<file path="src/rtl/tt_um_test_pattern.sv">
// Pad test-pattern generator: walk/count/LFSR/toggle on uio, loopback on uo.
// Optional pad readback checker enabled by defining PATTERN_CHECK_EN.
module tt_um_test_pattern #(
    parameter int LANES = 8,
    parameter int DIV_W = 16
) (
    input  wire        VGND,
    input  wire        VDPWR,
    input  logic       clk,
    input  logic       rst_n,
    input  logic       ena,
    input  logic [7:0] ui_in,
    output logic [7:0] uo_out,
    input  logic [7:0] uio_in,
    output logic [7:0] uio_out,
    output logic [7:0] uio_oe,
    inout  wire  [7:0] ua
);
    localparam logic [2:0] MODE_WALK   = 3'd1;
    localparam logic [2:0] MODE_COUNT  = 3'd2;
    localparam logic [2:0] MODE_LFSR   = 3'd3;
    localparam logic [2:0] MODE_TOGGLE = 3'd4;
    localparam logic [2:0] MODE_LOOP   = 3'd5;
    localparam logic [7:0] LANE_MASK   = 8'((16'd1 << LANES) - 16'd1);

    logic [2:0]       mode_q, mode_prev_q;
    logic [DIV_W-1:0] presc_q, presc_d, presc_max_s;
    logic [7:0]       step_q, step_d, pattern_q, pattern_d, lfsr_q, lfsr_d, lfsr_next_s, rot_s;
    logic [7:0]       uo_q, uo_d, uio_out_q, uio_out_d, uio_oe_q, uio_oe_d;
    logic             run_s, chg_s, tick_s, gen_s, lfsr_fb_s, flag_q, flag_d;

    wire unused_pins_s = &{VGND, VDPWR, ua};

    // Step enable, mode-change detection and next pattern candidates.
    always_comb begin
        run_s       = ui_in[3] & ena;
        presc_max_s = (DIV_W'(1) << ui_in[7:4]) - DIV_W'(1);
        chg_s       = (mode_q != mode_prev_q);
        tick_s      = run_s && (presc_q == presc_max_s);
        gen_s       = (mode_q >= MODE_WALK) && (mode_q <= MODE_TOGGLE);
        lfsr_fb_s   = lfsr_q[7] ^ lfsr_q[5] ^ lfsr_q[4] ^ lfsr_q[3];
        lfsr_next_s = {lfsr_q[6:0], lfsr_fb_s};
        rot_s       = ((pattern_q << 1) | (pattern_q >> (LANES - 1))) & LANE_MASK;
    end

    // Prescaler, step counter, pattern and LFSR next state.
    always_comb begin
        presc_d   = presc_q;
        step_d    = step_q;
        pattern_d = pattern_q;
        lfsr_d    = lfsr_q;
        if (chg_s) begin
            presc_d = '0;
            step_d  = 8'd0;
            lfsr_d  = 8'hFF;
            case (mode_q)
                MODE_WALK: pattern_d = 8'h01;
                MODE_LFSR: pattern_d = 8'hFF & LANE_MASK;
                default:   pattern_d = 8'h00;
            endcase
        end else if (tick_s) begin
            presc_d = '0;
            if (gen_s) begin
                step_d = step_q + 8'd1;
            end else begin
                step_d = step_q;
            end
            case (mode_q)
                MODE_WALK:   pattern_d = rot_s;
                MODE_COUNT:  pattern_d = (pattern_q + 8'd1) & LANE_MASK;
                MODE_LFSR: begin
                    lfsr_d    = lfsr_next_s;
                    pattern_d = lfsr_next_s & LANE_MASK;
                end
                MODE_TOGGLE: pattern_d = ~pattern_q & LANE_MASK;
                default:     pattern_d = pattern_q;
            endcase
        end else if (run_s) begin
            presc_d = presc_q + DIV_W'(1);
        end else begin
            presc_d = presc_q;
        end
    end

`ifdef PATTERN_CHECK_EN
    // Sticky flag: pads must read back what was driven on the previous cycle.
    always_comb begin
        if (chg_s) begin
            flag_d = 1'b0;
        end else if (gen_s && ((uio_in & LANE_MASK) != (uio_out_q & LANE_MASK))) begin
            flag_d = 1'b1;
        end else begin
            flag_d = flag_q;
        end
    end
`else
    // Checker absent: flag tied off.
    always_comb begin
        flag_d = 1'b0;
    end
`endif

    // Outputs are decoded from next state so uio follows the tick by one cycle.
    always_comb begin
        if (gen_s) begin
`ifdef PATTERN_CHECK_EN
            uo_d = {flag_d, step_d[6:0]};
`else
            uo_d = step_d;
`endif
            uio_out_d = pattern_d & LANE_MASK;
            uio_oe_d  = LANE_MASK;
        end else if (mode_q == MODE_LOOP) begin
            uo_d      = uio_in;
            uio_out_d = 8'h00;
            uio_oe_d  = 8'h00;
        end else begin
            uo_d      = 8'h00;
            uio_out_d = 8'h00;
            uio_oe_d  = 8'h00;
        end
    end

    // State and output registers with synchronous active-low reset.
    always_ff @(posedge clk) begin
        if (!rst_n) begin
            mode_q      <= 3'd0;
            mode_prev_q <= 3'd0;
            presc_q     <= '0;
            step_q      <= 8'd0;
            pattern_q   <= 8'd0;
            lfsr_q      <= 8'hFF;
            flag_q      <= 1'b0;
            uo_q        <= 8'd0;
            uio_out_q   <= 8'd0;
            uio_oe_q    <= 8'd0;
        end else begin
            mode_q      <= ui_in[2:0];
            mode_prev_q <= mode_q;
            presc_q     <= presc_d;
            step_q      <= step_d;
            pattern_q   <= pattern_d;
            lfsr_q      <= lfsr_d;
            flag_q      <= flag_d;
            uo_q        <= uo_d;
            uio_out_q   <= uio_out_d;
            uio_oe_q    <= uio_oe_d;
        end
    end

    assign uo_out  = uo_q;
    assign uio_out = uio_out_q;
    assign uio_oe  = uio_oe_q;
endmodule

</file>
<file path="config.mk">
export PLATFORM = sky130hd
export DESIGN_NAME = tt_um_test_pattern
export DESIGN_NICKNAME = d
export VERILOG_FILES = /design/src/rtl/tt_um_test_pattern.sv
export SDC_FILE = /design/constraint.sdc
export NUM_CORES = 1
export LEC_CHECK = 0
export ABC_AREA = 1
export BUFFER_PORTS_ARGS = -buffer_cell sky130_fd_sc_hd__buf_2
export CORE_AREA = 2 2 81 91
export DETAILED_ROUTE_END_ITERATION = 7
export DIE_AREA = 0 0 83 93
export HOLD_SLACK_MARGIN = 0.03
export PLACE_DENSITY = 0.78
export SYNTH_ARGS = -nofsm -noshare
export SYNTH_HDL_FRONTEND = slang
export SYNTH_SLANG_ARGS = --single-unit
</file>
<file path="constraint.sdc">
create_clock -name clk -period 5.7 [get_ports clk]
set_clock_uncertainty 0.15 [all_clocks]
set_input_delay 0.285 -clock clk [delete_from_list [all_inputs] [get_ports clk]]
set_output_delay 0.285 -clock clk [all_outputs]
set_load 0.01 [all_outputs]
</file>
==> flow_metrics.py <==
metrics = {
    "outcome": {
        "status": "finished clean",
    },
    "hold_path": {
        "min_to": "mode_q[0]",
        "min_path_cells": 3,
        "hp-class": "in -> reg",
        "holdCritStartpoint": "rst_n",
    },
    "clock_network": {
        "cts_sinks": 63,
        "clockBufferDepth": 2,
        "h-tree-depth": 3,
        "clock-root-buffer": "clkbuf_8",
        "cts_resized": 0,
        "clk_latency_ps": 350,
        "cts_tree": "done",
        "cts_setup_buffers": 0,
        "cts-buffers-inserted": 9,
        "cts_hold_buffers": 11,
        "clkTransAtPathRegs_ps": 80,
    },
    "logic_synthesis": {
        "synth_top_area_share_pct": 33.2,
        "synth_cells": 579,
        "synth.largest_area_cell": "dfxtp_1",
        "synth_seq_cells": 63,
        "netlist_top_cells_area": "dfxtp_1 (33%), nand2_1 (15%), inv_1 (7.8%)",
        "syn_avg_cell_area_um2": 6.57,
        "ys_top_cells_by_count": "nand2_1 (148), inv_1 (79), dfxtp_1 (63)",
        "yosys_warnings": 0,
        "syn_area_mm2": 0.00380,
        "ys_types": 37,
        "synth_edf_count": 0,
        "ys_async_sr_fraction_pct": 0,
        "syn_nets": 612,
        "ys.flop_type": "dfxtp_1",
        "yosys.cell_count.top_type": "nand2_1",
        "seq_area_frac_synth_pct": 33.2,
    },
    "global_routing": {
        "grt_overflow": 0,
        "grt_first_pass_wirelength_um": 15900,
        "grt_util_all_layers_pct": 25.0,
        "grt_max_degree": 22,
        "grt_pass1_vias": 3657,
        "antenna_found_initial": 0,
    },
    "critical_path": {
        "endpoint_kind": "register",
        "crit_chain": "buf_2 > nor2_2 > nand2_1 > ha_1 > xnor2_1 > inv_1 > nand2_1 > nand3_1 > nor2_1 > nand2_1 > nor2_4 > nand2_2 > nand2_2 > nand2_1 > nand3_1 > nand2_1",
        "critical_path_class": "in -> reg",
        "r2r_start": "presc_q[7]",
        "cp-start-kind": "input port",
        "crit_arrival_ps": 2900,
        "r2r_setup_slack_ps": 3210,
        "crit_buf_inv": 2,
        "r2r_cells": 13,
        "required_ps": 5800,
        "crit_fanout": 21,
        "max_stage_delay_ps": 370,
        "slowest_stage": "nand2_2",
        "crit_family": "simple AND/OR/NAND/NOR gates",
        "timing.critical_path.mode_cell": "nand2_1",
        "worstReg2RegEnd": "uo_out[2]",
    },
    "floorplan": {
        "row_count": 32,
        "core_mm2": 0.00685,
        "dieWidth_um": 83,
        "die_height_um": 93,
        "initial_core_util_pct": 55.5,
        "io_pins": 53,
        "die_area_mm2": 0.00772,
    },
    "power": {
        "clockPowerShare_pct": 43.5,
        "power_density_mw_per_mm2": 236,
        "p_switching_mw": 0.284,
        "p_seq_share_pct": 44.2,
        "switching_share_pct": 27.9,
        "peakVddDrop_v": 0.000230,
        "pwr-share-comb_pct": 12.3,
        "leakage_nw": 2.04,
        "p_int_mw": 0.734,
    },
    "timing": {
        "final.min_clock_period_ps": 2800,
        "setup_tns_ps": 0,
        "untimed_endpoints": 8,
        "slew_headroom_pct": 27.2,
        "fin_crit_sh_pct": 49.1,
        "fin_ws_ps": 2900,
        "drv_slew": 0,
        "worstMarginPinSlew_ps": 1080,
        "setup_viol": 0,
        "timing.fmax_mhz": 357,
        "final-hold-violation-count": 0,
        "rsz0062_at_grt": "no",
    },
    "layout": {
        "multi_input_area_mm2": 0.00208,
        "drive_above_1_share_pct": 14.4,
        "instances_no_fill": 715,
        "area_growth_pct": 13.6,
        "n_fill_cell": 614,
        "fin_nets": 658,
        "insertedDiodeCount": 0,
        "seqCellArea_mm2": 0.00126,
    },
    "route": {
        "post-route-drc-count": 0,
        "vias": 3822,
        "wl_per_cell_um": 13.1,
        "drt_iter0_markers": 263,
        "routed_via_density": 5.35,
        "routed_wl_um": 9380,
        "ant_nets": 0,
        "dr.pass1.iters": 5,
    },
    "place": {
        "dp_cells": 688,
        "pre_cts_ws_ps": 2590,
        "portBuffers": 42,
        "hpwl_um": 6790,
        "gp_congestion": 1.02,
    },
    "flow_run": {
        "maxCapViolCount": 0,
    },
}
-- worst reg2reg max path, cell delays in order (launching register included) --
cell     delay [ps]
dfxtp_1         380
inv_1            90
nand2_1          60
nand2_1          80
nor2_1          150
nand4_1         100
nor2_1          110
nand2_1         100
nor2_4          330
nand2_2         150
nand2_2         370
nand2_1         140
nand3_1         110
nand2_1          60
-- metal layers --
metal / part of all wire [%] / up-vias / GRT usage [%]
li1: - / 1947 / -
met1: 41 / 1711 / 28.1
met2: 50 / 132 / 44.8
met3: 4.9 / 32 / 4.94
met4: 3.6 / 0 / 12.6
met5: 0 / - / 0
-- area by class of cell --
| class | instances | share of cell area (%) |
|---|---|---|
| Multi-Input combinational cell | 409 | 48.1 |
| Sequential cell | 63 | 29.2 |
| Inverter | 89 | 7.73 |
| Timing Repair Buffer | 53 | 7.42 |
| Clock buffer | 10 | 2.95 |
| Tap cell | 85 | 2.46 |
| Clock inverter | 6 | 2.17 |
-- metrics by stage --
step	total power, mW	hold slack (ps)	utilization, %	cell area (um2)
final	1.02	43.2	63.1	4320
after global routing	1.05	60.6	63.1	4320
after CTS	1.02	40.5	63.1	4320
after detailed placement	0.577	309	58.2	3990
after global placement	0.574	301	58.2	3990
after floorplan	0.553	228	-	3800
-- power by group through the flow --
stage          Sequential, mW  Combinational, mW  Clock, mW
3_3_place_gp            0.460              0.114          0
3_5_place_dp            0.460              0.117          0
2_1_floorplan           0.460             0.0928          0
5_1_grt                 0.451              0.139      0.465
4_1_cts                 0.450              0.123      0.451
6_report                0.450              0.125      0.442
-- worst max path at each step --
stage              from  slack (ps)  cells past startpoint         to
2_1_floorplan  ui_in[5]        3440                     16  lfsr_q[0]
3_3_place_gp   ui_in[4]        2600                     17  uo_out[2]
3_5_place_dp   ui_in[4]        2590                     17  uo_out[2]
4_1_cts        ui_in[4]        2960                     16  uo_out[2]
5_1_grt        ui_in[5]        2680                     16  uo_out[2]
6_report       ui_in[4]        2900                     16  uo_out[2]
-- sequential cells by signal (all words and copies together) (netlist names) --
signal and count:
step_q 8, presc_q 16, uio_out 8, mode_q 3, lfsr_q 8, uo_out 8
uio_oe 1, mode_prev_q 3, pattern_q 8
-- placed cells by master (no fill, tap or decap), types with 10 or more instances in the layout --
cell and instances:
a21oi_1 31, buf_2 42, dfxtp_1 63, dlygate4sd3_1 11
inv_1 79, nand2_1 148, nand3_1 53, nand4_1 26
nor2_1 59, nor3_1 11, o21ai_0 11, xor2_1 10
-- kinds of logic (layout without fill, tap and decap cells) --
logic type / count (synthesis) / after routing / synth area share [%]
AOI/OAI and AO/OA: 64 / 64 / 9.41
xor gates and xnor gates: 17 / 17 / 4.51
and+or+nand+nor: 324 / 324 / 39.4
DFF: 63 / 63 / 33.2
adders and majority gates: 4 / 4 / 1.32
buffers and inverters: 107 / 158 / 12.2
Note: power is estimated with default switching activity, not from simulation.
